[src/rtl/regfile32_wr_demux_pkg.sv]
// rtl/regfile32_wr_demux_pkg.sv - shared register-bank sizes and one-hot helper
//
// Purpose: constants shared by the register bank write path, its decoder and
// the bus interface, plus the one-hot encode used by the write decoder.
// Ports: none (package).

package regfile_pkg;

    localparam int REG_W        = 32;   // entry width
    localparam int REG_N        = 32;   // number of entries
    localparam int REG_AW       = 5;    // entry index width
    localparam int REG_ZERO_IDX = 0;    // index of the hard-wired zero entry
    localparam int WCNT_W       = 16;   // accepted-write counter width

    function automatic logic [REG_N-1:0] onehot(input logic [REG_AW-1:0] idx);
        logic [REG_N-1:0] vec;
        vec      = '0;
        vec[idx] = 1'b1;
        return vec;
    endfunction

endpackage

[src/rtl/regfile32_wr_demux_if.sv]
// rtl/regfile32_wr_demux_if.sv - write-port and flat-readout bundle of the register bank
//
// Purpose: groups the write request (ena/iWe/iWaddr/iWdata) with the bank
// outputs (oRegs/oWritten/oWcount/oWack).
// Modports:
//   master - drives the write request, observes the bank outputs
//   slave  - the register bank itself

interface regfile32_wr_demux_if;
    import regfile_pkg::*;

    logic                    ena;
    logic                    iWe;
    logic [REG_AW-1:0]       iWaddr;
    logic [REG_W-1:0]        iWdata;
    logic [REG_N*REG_W-1:0]  oRegs;
    logic [REG_N-1:0]        oWritten;
    logic [WCNT_W-1:0]       oWcount;
    logic                    oWack;

    modport master (
        output ena, iWe, iWaddr, iWdata,
        input  oRegs, oWritten, oWcount, oWack
    );

    modport slave (
        input  ena, iWe, iWaddr, iWdata,
        output oRegs, oWritten, oWcount, oWack
    );

endinterface

[src/rtl/regfile32_wr_demux_decoder5_32.sv]
// rtl/regfile32_wr_demux_decoder5_32.sv - combinational 5:32 one-hot decoder
//
// Purpose: turns an entry index into a one-hot write-enable vector; all zeros
// when disabled. Write-side mirror of the bank's 32:1 read selector.
// Ports:
//   iA   in  5   entry index
//   ena  in  1   decoder enable
//   oY   out 32  one-hot select (at most one bit high)

module decoder5_32
    import regfile_pkg::*;
(
    input  logic [REG_AW-1:0] iA,
    input  logic              ena,
    output logic [REG_N-1:0]  oY
);

    // The address is only looked at while enabled, so an unknown index with
    // ena low still yields an all-zero vector.
    always_comb begin
        oY = '0;
        if (ena) begin
            oY = onehot(iA);
        end
    end

endmodule

[src/rtl/regfile32_wr_demux.sv]
// rtl/regfile32_wr_demux.sv - register bank write side: 1:32 demux, entries, written map, counter
//
// Purpose: decodes the write index one-hot and loads the addressed entry on the
// rising edge; exposes all entries on a flat bus for the bank's read selectors.
// Also keeps a sticky written bitmap, a saturating accepted-write counter and a
// one-cycle write acknowledge.
// Ports:
//   clk  in   single clock, rising edge
//   rst  in   synchronous active-high reset, wins over a same-cycle write
//   bus  slave modport: ena, iWe, iWaddr, iWdata in;
//        oRegs (entry k at [32k+31:32k]), oWritten, oWcount, oWack out

module regfile32_wr_demux
    import regfile_pkg::*;
#(
    parameter int WIDTH   = REG_W,
    parameter int DEPTH   = REG_N,   // fixed at 2**AW
    parameter int AW      = REG_AW,
    parameter bit ZERO_R0 = 1'b1
)(
    input  logic                 clk,
    input  logic                 rst,
    regfile32_wr_demux_if.slave  bus
);

    // Entries masked out of the write path. With ZERO_R0 the zero entry is
    // never loaded, so it keeps its reset value of 0 forever.
    localparam logic [DEPTH-1:0] RO_MASK =
        ZERO_R0 ? (DEPTH'(1) << REG_ZERO_IDX) : '0;

    logic [DEPTH-1:0]  weVec;
    logic [DEPTH-1:0]  weMask;
    logic              accepted;
    logic [WIDTH-1:0]  entry [DEPTH];
    logic [DEPTH-1:0]  written;
    logic [WCNT_W-1:0] wcount;
    logic              wack;

    decoder5_32 uDecoder (
        .iA  (bus.iWaddr),
        .ena (bus.ena & bus.iWe),
        .oY  (weVec)
    );

    // A write is accepted exactly when it selects a writable entry.
    assign weMask   = weVec & ~RO_MASK;
    assign accepted = |weMask;

    for (genvar k = 0; k < DEPTH; k++) begin : gEntry
        always_ff @(posedge clk) begin
            if (rst) begin
                entry[k] <= '0;
            end else if (weMask[k]) begin
                entry[k] <= bus.iWdata;
            end
        end
        assign bus.oRegs[k*WIDTH +: WIDTH] = entry[k];
    end

    always_ff @(posedge clk) begin
        if (rst) begin
            written <= '0;
            wcount  <= '0;
            wack    <= 1'b0;
        end else begin
            written <= written | weMask;
            wack    <= accepted;
            if (accepted && (wcount != '1)) begin
                wcount <= wcount + 1'b1;
            end
        end
    end

    assign bus.oWritten = written;
    assign bus.oWcount  = wcount;
    assign bus.oWack    = wack;

endmodule

[src/flat_wrapper.sv]
// flat-port wrapper written by rule: the top's interface ports become plain ports
module regfile32_wr_demux_flat import regfile_pkg::*;
#(
    parameter int WIDTH   = REG_W,
    parameter int DEPTH   = REG_N,                    
    parameter int AW      = REG_AW,
    parameter bit ZERO_R0 = 1'b1
)
  (clk, rst, bus_ena, bus_iWe, bus_iWaddr, bus_iWdata, bus_oRegs, bus_oWritten, bus_oWcount, bus_oWack);
  regfile32_wr_demux_if bus_i ();
  input  logic clk;
  input  logic rst;
  input wire logic [$bits(bus_i.ena)-1:0] bus_ena;
  input wire logic [$bits(bus_i.iWe)-1:0] bus_iWe;
  input wire logic [$bits(bus_i.iWaddr)-1:0] bus_iWaddr;
  input wire logic [$bits(bus_i.iWdata)-1:0] bus_iWdata;
  output wire logic [$bits(bus_i.oRegs)-1:0] bus_oRegs;
  output wire logic [$bits(bus_i.oWritten)-1:0] bus_oWritten;
  output wire logic [$bits(bus_i.oWcount)-1:0] bus_oWcount;
  output wire logic [$bits(bus_i.oWack)-1:0] bus_oWack;
  assign bus_i.ena = bus_ena;
  assign bus_i.iWe = bus_iWe;
  assign bus_i.iWaddr = bus_iWaddr;
  assign bus_i.iWdata = bus_iWdata;
  assign bus_oRegs = bus_i.oRegs;
  assign bus_oWritten = bus_i.oWritten;
  assign bus_oWcount = bus_i.oWcount;
  assign bus_oWack = bus_i.oWack;
  regfile32_wr_demux #(.WIDTH(WIDTH), .DEPTH(DEPTH), .AW(AW), .ZERO_R0(ZERO_R0)) u_core (.clk(clk), .rst(rst), .bus(bus_i));
endmodule
[config.mk]
export PLATFORM = sky130hd
export DESIGN_NAME = regfile32_wr_demux_flat
export DESIGN_NICKNAME = d
export VERILOG_FILES = /design/src/rtl/regfile32_wr_demux_pkg.sv /design/src/rtl/regfile32_wr_demux_if.sv /design/src/rtl/regfile32_wr_demux_decoder5_32.sv /design/src/rtl/regfile32_wr_demux.sv /design/src/flat_wrapper.sv
export SDC_FILE = /design/constraint.sdc
export NUM_CORES = 1
export LEC_CHECK = 0
export ABC_AREA = 1
export CAP_MARGIN = 20
export CELL_PAD_IN_SITES_DETAIL_PLACEMENT = 1
export CELL_PAD_IN_SITES_GLOBAL_PLACEMENT = 2
export CORE_AREA = 2 2 430 432
export CTS_CLUSTER_SIZE = 28
export DETAILED_ROUTE_END_ITERATION = 10
export DIE_AREA = 0 0 432 434
export PLACE_DENSITY = 0.63
export RECOVER_POWER = 25
export SLEW_MARGIN = 40
export SYNTH_ARGS = -nofsm -noshare
export SYNTH_HDL_FRONTEND = slang
export SYNTH_HIERARCHICAL = 1
export SYNTH_SLANG_ARGS = --single-unit
[constraint.sdc]
create_clock -name clk -period 2.7 [get_ports clk]
set_input_delay 0.54 -clock clk [delete_from_list [all_inputs] [get_ports clk]]
set_output_delay 0.54 -clock clk [all_outputs]
set_load 0.01 [all_outputs]
==> results of run 1 <==
## registers in the layout (all words and copies together) (netlist names)
| signal | count |
|---|---|
| u_core/entry | 992 |
| u_core/bus.oWritten | 31 |
| u_core/bus.oWcount | 16 |
| u_core/bus.oWack | 1 |
## worst max path at each step
stage,end,slack [ps],depth (start not counted)
final,u_core/entry[0][62],170,9
after global placement,u_core/bus.oWcount[0],-420,15
after floorplan,u_core/entry[1][480],520,6
after detailed placement,u_core/bus.oWcount[4],-450,15
after global routing,u_core/entry[1][417],50,10
after CTS,bus_oWcount[13],120,1
## placed cells by master, fill, tap and decap left out, types with 6 or more instances in the layout
cell type        count
buf_12              74
buf_4               55
clkbuf_1            59
clkbuf_16          118
clkbuf_2            24
clkdlybuf4s50_1   1078
clkinv_1            25
clkinv_2            25
conb_1              33
dfxtp_1             48
edfxtp_1           992
inv_1               26
inv_2               34
inv_6                6
nand2_1            154
nand2_2             13
nand3_1             14
nor2_1            1092
or2_2               29
xor2_1               6
## area by class of cell
type / count / share of cell area, %
antenna: 5 / 0.0224
multi-input combinational: 1358 / 9.51
clock buffer: 148 / 5.58
inverter: 61 / 0.415
clock inverter: 66 / 0.805
sequential: 1040 / 55.1
timing repair buffer: 1272 / 23.2
tap: 2385 / 5.35
## per-stage QoR
stage	setup WS, ps	total power [uW]	cells	setup TNS (ps)	area (sq um)
after global routing	53.5	39300	6334	0	55800
after global placement	-423	23300	6116	-53390	52800
after detailed placement	-452	23400	6116	-102890	52800
final	165	38100	6335	0	55800
after CTS	121	38700	6330	0	56400
after floorplan	521	20200	2694	0	37400
## critical path: cells and delay by family
kind | cells | cell delay [ps]
buffers and inverters | 5 | 1730
AND/OR/NAND/NOR | 4 | 570
## where the power goes
part / leakage [uW] / switching (uW) / total (uW) / internal (uW)
combinational: 0.00867 / 2360 / 4140 / 1780
sequential: 0.00982 / 315 / 18800 / 18500
clock: 0.00175 / 6850 / 15200 / 8340
total: 0.0202 / 9520 / 38100 / 28600
## metal layers
| layer | global-route usage [%] | vias to the layer above |
|---|---|---|
| li1 | - | 11200 |
| met1 | 20.0 | 13600 |
| met2 | 34.1 | 1052 |
| met3 | 4.86 | 237 |
| met4 | 6.03 | 4 |
| met5 | 0 | - |
==> key figures, run 1 <==
Drt
  • First DRT Iteration DRCs: between 1500 and 2000
  • DRT Wirelength: 179 mm
  • Via/cell ratio: between 4 and 5
  • Initial DRT Pass Iterations: 5
  • Met1 wire length: 64.4 mm
  • Top layer used by detailed routing: met5
  • Routed wire length on met2: 96.1 mm
  • Routed Antenna Nets: 0
  • Average wire per standard cell: between 20 and 30 microns
  • DR vias: ~26000
  • WL met3: between 10 and 15 mm
  • Drt drc: 0

Power and ir drop
  • Peak VDD IR: just over 500 uV
  • Pwr dens: between 600 and 700 mW/mm^2
  • Leakage: 0.0202 uW

Critical path
  • Worst R2R Setup Slack: ~980 ps
  • Reg2Reg Launch Point: u_core/bus.oWcount[0]
  • Setup crit start: bus_iWe
  • CP max FO: 27
  • Critical Path Start Type: primary input
  • Worst path arrival time: around 2900 ps
  • Max stage delay on crit path: around 680 ps
  • WS Path Type: primary input to register
  • CP required: between 3000 and 4000 ps
  • Worst-case reg-to-reg path depth: 10
  • CP max-delay cell: buf_2
  • Crit path capture type: register
  • CP Cell Sequence: dlygate4sd3_1 > nand2_1 > inv_1 > nand3_1 > buf_4 > nor2_1 > clkbuf_1 > or2_2 > buf_2
  • RR Endpoint: u_core/bus.oWcount[11]

Clock network
  • Root Driver: clkbuf_16
  • Worst-skew pair later-pin latency: 760 ps
  • Buffer depth of the longest clock path: 3
  • Hold buffers post-CTS: 0
  • CTS resizes: 0
  • CTS sink cnt: 1040
  • CTS tree: built
  • Total CTS buffers: about 120
  • Setup Fix Bufs, Post-CTS: 0
  • H-tree Lvls: 3
  • Clk slew on worst S/H paths: approximately 60 ps

Synth
  • Syn Inst Count: between 2000 and 3000
  • Syn Area/Cell: roughly 14 sq um
  • Synth warnings: 6
  • Synth Cell Area: ~0.037 sq mm

Global route
  • Largest net degree at the start of global routing: 34
  • Tot GR Track Use: 18.3%
  • Vias in the first global route: between 20000 and 30000
  • Global-route wire length before repair: about 230 mm
  • Remaining Overflow, GRT: 0
  • Initial antenna violation count: 17

Min path
  • Min-delay worst type: primary input to register
  • Hold Path Depth: 3
  • Min-delay src: rst
  • Hold endpoint: u_core/bus.oWcount[3]

STA
  • Worst Skew: a little over 5 ps
  • Final period utilization: 93.9%
  • Fin. Hold Viols: 0
  • Slew headroom: a little over a quarter
  • FMAX: about 0.4 GHz
  • Worst-Margin Slew: roughly 1100 ps
  • Final Max Slew Viols: 0
  • WHS: approximately 210 ps
  • Crit path time final: 2530 ps
  • RSZ-0062 raised after global routing: false
  • Setup violators final: 0

Run status
  • Status: completed

Floorplan
  • Core footprint: roughly 0.18 sq mm
  • IO Count: approximately 1100
  • Rows: 157
  • Starting density of the core: around 20%
  • Die Wd: about 430 microns
  • Die Y: approximately 430 microns
  • Full die area: between 0.15 and 0.2 sq mm

Final layout
  • Reg area: 0.0307 sq mm
  • Share of post-route cells with drive strength above 1: about a tenth
  • Synth-to-Final Area Change: 49.8%
  • Nets@finish: around 4000
  • Fill count: 19700
  • Final core occ: between 30% and 40%
  • Area of the multi-input gates: approximately 0.0053 sq mm

Flow run
  • Max_cap viols: 0

Place
  • # port buffers: 1080
  • RePlAce Congestion: about 0.78
  • Detailed placer's ending HPWL: between 100 and 150 mm
Power figures use the tool's default switching activity.
==> inputs of run 2 (changes only) <==
--- a/config.mk
+++ b/config.mk
@@ -10,6 +10,7 @@
 export CELL_PAD_IN_SITES_DETAIL_PLACEMENT = 1
 export CELL_PAD_IN_SITES_GLOBAL_PLACEMENT = 2
 export CORE_AREA = 2 2 430 432
+export CTS_CLUSTER_DIAMETER = 120
 export CTS_CLUSTER_SIZE = 28
 export DETAILED_ROUTE_END_ITERATION = 10
 export DIE_AREA = 0 0 432 434
==> key figures, run 2 (synthesized netlist as in run 1, its figures left out) <==
Run status
  • Status: completed (unchanged)

Global route
  • Met3 Use GR: 4.46% (was 4.86%)
  • Met1 Use GR: 19.6% (was 20.0%)
  • Top Usage Layer GRT: met2 (unchanged)
  • Initial antenna violation count: 18 (was 17)
  • Global-route wire length before repair: 229 mm (was 233 mm)
  • Remaining Overflow, GRT: 0 (unchanged)
  • Global Route met2 Usage: 33.5% (was 34.1%)
  • Vias in the first global route: 25600 (was 26300)
  • Tot GR Track Use: 17.9% (was 18.3%)
  • Largest net degree at the start of global routing: 34 (unchanged)

Floorplan
  • Die Wd: 432 microns (unchanged)
  • IO Count: 1114 (unchanged)
  • Starting density of the core: 20.4% (unchanged)
  • Die Y: 434 microns (unchanged)
  • Full die area: 0.187 sq mm (unchanged)
  • Core footprint: 0.182 sq mm (unchanged)
  • Rows: 157 (unchanged)

Drt
  • DR vias: 25500 (was 26100)
  • First DRT Iteration DRCs: 1941 (was 1917)
  • Drt drc: 0 (unchanged)
  • DRT Wirelength: 176 mm (was 179 mm)
  • Routed Antenna Nets: 0 (unchanged)
  • Initial DRT Pass Iterations: 5 (unchanged)
  • Average wire per standard cell: 28.4 microns (was 28.2 microns)
  • Via/cell ratio: 4.12 (about the same)

Power and ir drop
  • Comb pwr share: 13.1% (was 10.9%)
  • Pwr dens: 590 mW/mm^2 (was 683 mW/mm^2)
  • Clock power frac: 27.6% (was 39.8%)
  • Switch share: 25.4% (was 25.0%)
  • Peak VDD IR: 422 uV (was 507 uV)
  • Psw: 8050 uW (was 9520 uW)
  • Leakage: 0.0191 uW (was 0.0202 uW)
  • Int Pwr: 23600 uW (was 28600 uW)
  • Seq pwr share: 59.3% (was 49.3%)

STA
  • Slew headroom: 25.6% (was 26.3%)
  • Final Max Slew Viols: 0 (unchanged)
  • Fin. Hold Viols: 0 (unchanged)
  • FMAX: 0.389 GHz (was 0.395 GHz)
  • Final period utilization: 95.1% (was 93.9%)
  • Crit path time final: 2570 ps (was 2530 ps)
  • Setup violators final: 0 (unchanged)
  • Worst-Margin Slew: 1120 ps (was 1110 ps)
  • RSZ-0062 raised after global routing: false (unchanged)
  • Worst Skew: 18.8 ps (was 5.04 ps)

Final layout
  • Layout Cells excl Fill: 6196 (was 6335)
  • Share of post-route cells with drive strength above 1: 7.67% (was 10.3%)
  • Synth-to-Final Area Change: 44.0% (was 49.8%)
  • Biggest register: u_core/entry (unchanged)
  • Max reg flops: 992 (unchanged)
  • Final core occ: 29.4% (was 30.6%)
  • Fill count: 19800 (was 19700)
  • Nets@finish: 3821 (was 3892)
  • Most frequent cells in the layout: nor2_1, clkdlybuf4s50_1, edfxtp_1 (unchanged)
  • Commonest non-fill, non-tap cell in the layout: nor2_1 (unchanged)

Clock network
  • Hold buffers post-CTS: 0 (unchanged)
  • Setup Fix Bufs, Post-CTS: 0 (unchanged)
  • CTS resizes: 0 (unchanged)
  • Clk slew on worst S/H paths: 90 ps (was 60 ps)
  • CTS tree: built (unchanged)
  • Worst-skew pair later-pin latency: 680 ps (was 760 ps)
  • Buffer depth of the longest clock path: 3 (unchanged)
  • Total CTS buffers: 46 (was 117)
  • CTS sink cnt: 1040 (unchanged)
  • Root Driver: clkbuf_16 (unchanged)
  • H-tree Lvls: 2 (was 3)

Critical path
  • CP required: 3160 ps (was 3060 ps)
  • CP max FO: 33 (was 27)
  • Critical Path Start Type: primary input (unchanged)
  • Crit path capture type: register (unchanged)
  • WS Path Type: primary input to register (unchanged)
  • Worst-case reg-to-reg path depth: 10 (unchanged)
  • Worst R2R Setup Slack: 950 ps (was 980 ps)
  • RR Endpoint: u_core/bus.oWcount[4] (was u_core/bus.oWcount[11])
  • Reg2Reg Launch Point: u_core/bus.oWcount[0] (unchanged)
  • Worst path arrival time: 3030 ps (was 2890 ps)

Min path
  • Min-delay src: rst (unchanged)
  • Min-delay worst type: primary input to register (unchanged)
  • Hold endpoint: u_core/bus.oWcount[3] (unchanged)
  • Hold Path Depth: 3 (unchanged)

Place
  • Inst Count DP: 6116 (unchanged)
  • Detailed placer's ending HPWL: 124 mm (unchanged)
  • # port buffers: 1080 (unchanged)
  • RePlAce Congestion: 0.781 (unchanged)

Flow run
  • Max_cap viols: 0 (unchanged)
==> run 2: worst max-delay path, cell delays in order <==
cell,delay (ps)
clkdlybuf4s50_1,460
nand2_1,220
inv_1,210
nand3_1,100
buf_4,170
nor2_1,150
clkbuf_1,210
nand2_1,80
clkbuf_2,560
nor2_1,320
==> run 2: final cells by class <==
type                    count  area [sq um]  area share [%]
multi-input cells        1358          5310            9.89
diodes                      4          10.0          0.0187
well taps                2385          2980            5.56
clock inverters             9           136           0.254
flip-flops and latches   1040         30700            57.3
repair buffers           1272         13000            24.2
clock buffers              67          1250            2.33
inverters                  61           231           0.431
==> run 2: how the worst max path moves through the flow <==
stage | start | slack [ps] | endpoint | cells past startpoint
2_1_floorplan | bus_ena | 520 | u_core/entry[1][480] | 6
3_3_place_gp | bus_iWe | -420 | u_core/bus.oWcount[0] | 15
3_5_place_dp | bus_ena | -450 | u_core/bus.oWcount[4] | 15
4_1_cts | u_core/bus.oWcount[13] | 190 | bus_oWcount[13] | 1
5_1_grt | bus_iWe | 70 | u_core/entry[0][172] | 10
6_report | bus_iWe | 130 | u_core/entry[1][67] | 10
==> run 2: stage by stage <==
stage | cell area, sq um | setup slack, ps | hold slack (ps) | total power, uW | TNS (ps)
final | 53700 | 131 | 302 | 31600 | 0
after global placement | 52800 | -423 | 438 | 23300 | -53390
after detailed placement | 52800 | -452 | 444 | 23400 | -102890
after CTS | 54200 | 186 | 262 | 32100 | 0
after global routing | 53700 | 66.5 | 296 | 32600 | 0
after floorplan | 37400 | 521 | 474 | 20200 | 0
==> run 2: per-layer routing <==
layer	up-vias	share of wire (%)
met3	223	6.6
met5	-	0.019
met4	4	3.6
met1	13300	36
met2	969	54
li1	11000	-
==> run 2: power groups by stage <==
stage / sequential [uW] / combinational (uW) / clock [uW]
after floorplan: 19600 / 651 / 0
after global placement: 19100 / 4240 / 0
after detailed placement: 19100 / 4250 / 0
after CTS: 18800 / 4260 / 9050
after global routing: 18800 / 4300 / 9500
final: 18800 / 4140 / 8750
==> inputs of run 3 (changes only) <==
--- a/config.mk
+++ b/config.mk
@@ -9,13 +9,14 @@
 export CAP_MARGIN = 20
 export CELL_PAD_IN_SITES_DETAIL_PLACEMENT = 1
 export CELL_PAD_IN_SITES_GLOBAL_PLACEMENT = 2
-export CORE_AREA = 2 2 430 432
+export CORE_AREA = 8 8 424 426
 export CTS_CLUSTER_DIAMETER = 120
 export CTS_CLUSTER_SIZE = 28
 export DETAILED_ROUTE_END_ITERATION = 10
 export DIE_AREA = 0 0 432 434
-export PLACE_DENSITY = 0.63
+export PLACE_DENSITY = 0.66
 export RECOVER_POWER = 25
+export SKIP_LAST_GASP = 1
 export SLEW_MARGIN = 40
 export SYNTH_ARGS = -nofsm -noshare
 export SYNTH_HDL_FRONTEND = slang
==> key figures, run 3 (synthesized netlist as in run 1, its figures left out) <==
Critical path
  • Critical Path Start Type: primary input (unchanged)
  • RR Endpoint: u_core/bus.oWcount[2] (was u_core/bus.oWcount[4])
  • WS Path Type: primary input to register (unchanged)
  • CP max FO: 33 (unchanged)
  • Worst-case reg-to-reg path depth: 9 (was 10)
  • Top delay family on crit path: buffers and inverters (unchanged)
  • Worst R2R Setup Slack: 960 ps (was 950 ps)
  • CP Cell Sequence: clkdlybuf4s50_1 > nand2_1 > buf_12 > inv_1 > nand3_1 > buf_4 > nor2_1 > clkbuf_1 > nand2_1 > clkbuf_2 > nor2_1 (was clkdlybuf4s50_1 > nand2_1 > inv_1 > nand3_1 > buf_4 > nor2_1 > clkbuf_1 > nand2_1 > clkbuf_2 > nor2_1)
  • Worst path arrival time: 2980 ps (was 3030 ps)
  • Max stage delay on crit path: 530 ps (was 560 ps)
  • Crit path depth: 11 (was 10)
  • CP max-delay cell: clkbuf_2 (unchanged)
  • CP required: 3160 ps (about the same)
  • Reg2Reg Launch Point: u_core/bus.oWcount[1] (was u_core/bus.oWcount[0])
  • Setup crit start: bus_iWe (unchanged)
  • Crit path capture type: register (unchanged)
  • Bufs and invs on worst path: 6 (was 5)

Min path
  • Min-delay worst type: register to register (was primary input to register)
  • Hold Path Depth: 2 (was 3)
  • Hold endpoint: u_core/bus.oWritten[3] (was u_core/bus.oWcount[3])
  • Min-delay src: u_core/bus.oWritten[3] (was rst)

Global route
  • Vias in the first global route: 26300 (was 25600)
  • Remaining Overflow, GRT: 0 (unchanged)
  • Initial antenna violation count: 16 (was 18)
  • Largest net degree at the start of global routing: 34 (unchanged)
  • Global-route wire length before repair: 235 mm (was 229 mm)
  • Tot GR Track Use: 18.2% (was 17.9%)

Power and ir drop
  • Overall power: 31800 uW (was 31600 uW)
  • Peak VDD IR: 425 uV (was 422 uV)
  • Pwr dens: 593 mW/mm^2 (was 590 mW/mm^2)
  • Leakage: 0.0192 uW (was 0.0191 uW)

Clock network
  • CTS tree: built (unchanged)
  • Setup Fix Bufs, Post-CTS: 0 (unchanged)
  • H-tree Lvls: 2 (unchanged)
  • CTS resizes: 0 (unchanged)
  • Worst-skew pair later-pin latency: 670 ps (was 680 ps)
  • Total CTS buffers: 46 (unchanged)
  • Buffer depth of the longest clock path: 3 (unchanged)
  • Hold buffers post-CTS: 0 (unchanged)
  • Root Driver: clkbuf_16 (unchanged)
  • CTS sink cnt: 1040 (unchanged)
  • Clk slew on worst S/H paths: 110 ps (was 90 ps)

STA
  • Crit path time final: 2520 ps (was 2570 ps)
  • RSZ-0062 raised after global routing: false (unchanged)
  • WHS: 459 ps (was 302 ps)
  • FMAX: 0.397 GHz (was 0.389 GHz)
  • Fin. Hold Viols: 0 (unchanged)
  • Worst Skew: 18.0 ps (was 18.8 ps)
  • TNS Setup: 0 ps (unchanged)
  • Final period utilization: 93.4% (was 95.1%)
  • Final Max Slew Viols: 0 (unchanged)
  • Post-route setup slack: 178 ps (was 131 ps)
  • Setup violators final: 0 (unchanged)
  • Worst-Margin Slew: 1120 ps (about the same)
  • Slew headroom: 25.5% (was 25.6%)

Place
  • Detailed placer's ending HPWL: 130 mm (was 124 mm)
  • DP Area: 0.0527 sq mm (was 0.0528 sq mm)
  • DP Worst Slack: -356 ps (was -452 ps)
  • RePlAce Congestion: 0.779 (was 0.781)
  • # port buffers: 1080 (unchanged)

Drt
  • Via/cell ratio: 4.20 (was 4.12)
  • Drt drc: 0 (unchanged)
  • Routed Antenna Nets: 0 (unchanged)
  • Initial DRT Pass Iterations: 5 (unchanged)
  • First DRT Iteration DRCs: 2247 (was 1941)
  • DRT Wirelength: 181 mm (was 176 mm)
  • Average wire per standard cell: 29.5 microns (was 28.4 microns)
  • DR vias: 25800 (was 25500)

Floorplan
  • Rows: 153 (was 157)
  • Core footprint: 0.173 sq mm (was 0.182 sq mm)
  • Full die area: 0.187 sq mm (unchanged)
  • Starting density of the core: 21.6% (was 20.4%)
  • IO Count: 1114 (unchanged)
  • Die Y: 434 microns (unchanged)
  • Die Wd: 432 microns (unchanged)

Final layout
  • Share of post-route cells with drive strength above 1: 7.61% (was 7.67%)
  • Commonest non-fill, non-tap cell in the layout: nor2_1 (unchanged)
  • Most frequent cells in the layout: nor2_1, clkdlybuf4s50_1, edfxtp_1 (unchanged)
  • Max reg flops: 992 (unchanged)
  • Biggest register: u_core/entry (unchanged)
  • Fin area: 0.0536 sq mm (was 0.0537 sq mm)
  • Nets@finish: 3814 (was 3821)
  • Synth-to-Final Area Change: 43.8% (was 44.0%)

Flow run
  • Max_cap viols: 0 (unchanged)

Run status
  • Status: completed (unchanged)
[run 3: changes by cell type in the layout (fill, tap and decap cells not counted), moves of 2 or more]
cell,previous run,this run
inv_16,2,4
clkbuf_1,58,54
buf_4,51,46
clkbuf_2,16,23
inv_8,1,3
buf_2,10,2
[run 3: worst max-delay path by stage]
stage / end / slack [ps]
floorplan: u_core/entry[1][480] / 520
global placement: u_core/bus.oWcount[3] / -260
detailed placement: u_core/bus.oWcount[3] / -360
CTS: bus_oWcount[4] / 220
global route: u_core/entry[0][341] / 80
finish: u_core/entry[0][252] / 180
[run 3: power by group]
group | total (uW) | internal [uW] | leakage (uW) | switching, uW
logic | 4180 | 1780 | 0.00866 | 2400
clock network | 8860 | 3470 | 0.000682 | 5390
registers | 18800 | 18400 | 0.00982 | 325
[run 3: layout make-up]
type	instances	area [sq um]
Timing Repair Buffer	1265	13000
Sequential cell	1040	30700
Fill cell	18700	119000
Clock inverter	10	158
Clock buffer	66	1250
Inverter	61	231
Antenna cell	5	12.5
Tap cell	2325	2910
Multi-Input combinational cell	1358	5310
[run 3: tightest hold or removal path, stage by stage (launching register included)]
cell and delay (ps):
dfxtp_1 330, nand2_1 60, nand2_1 40
[run 3: metal layers]
layer / up-vias / part of all wire [%] / GRT usage [%]
met2: 1114 / 52 / 33.5
met4: 0 / 4.3 / 6.79
met3: 272 / 7.4 / 4.90
met5: - / 0 / 0
met1: 13400 / 36 / 19.9
li1: 11000 / - / -
[run 3: metrics by stage]
| stage | instances | util, % |
|---|---|---|
| floorplan | 2694 | - |
| global placement | 6049 | 30.5 |
| detailed placement | 6049 | 30.5 |
| CTS | 6125 | 31.3 |
| global route | 6128 | 31.0 |
| finish | 6130 | 31.0 |
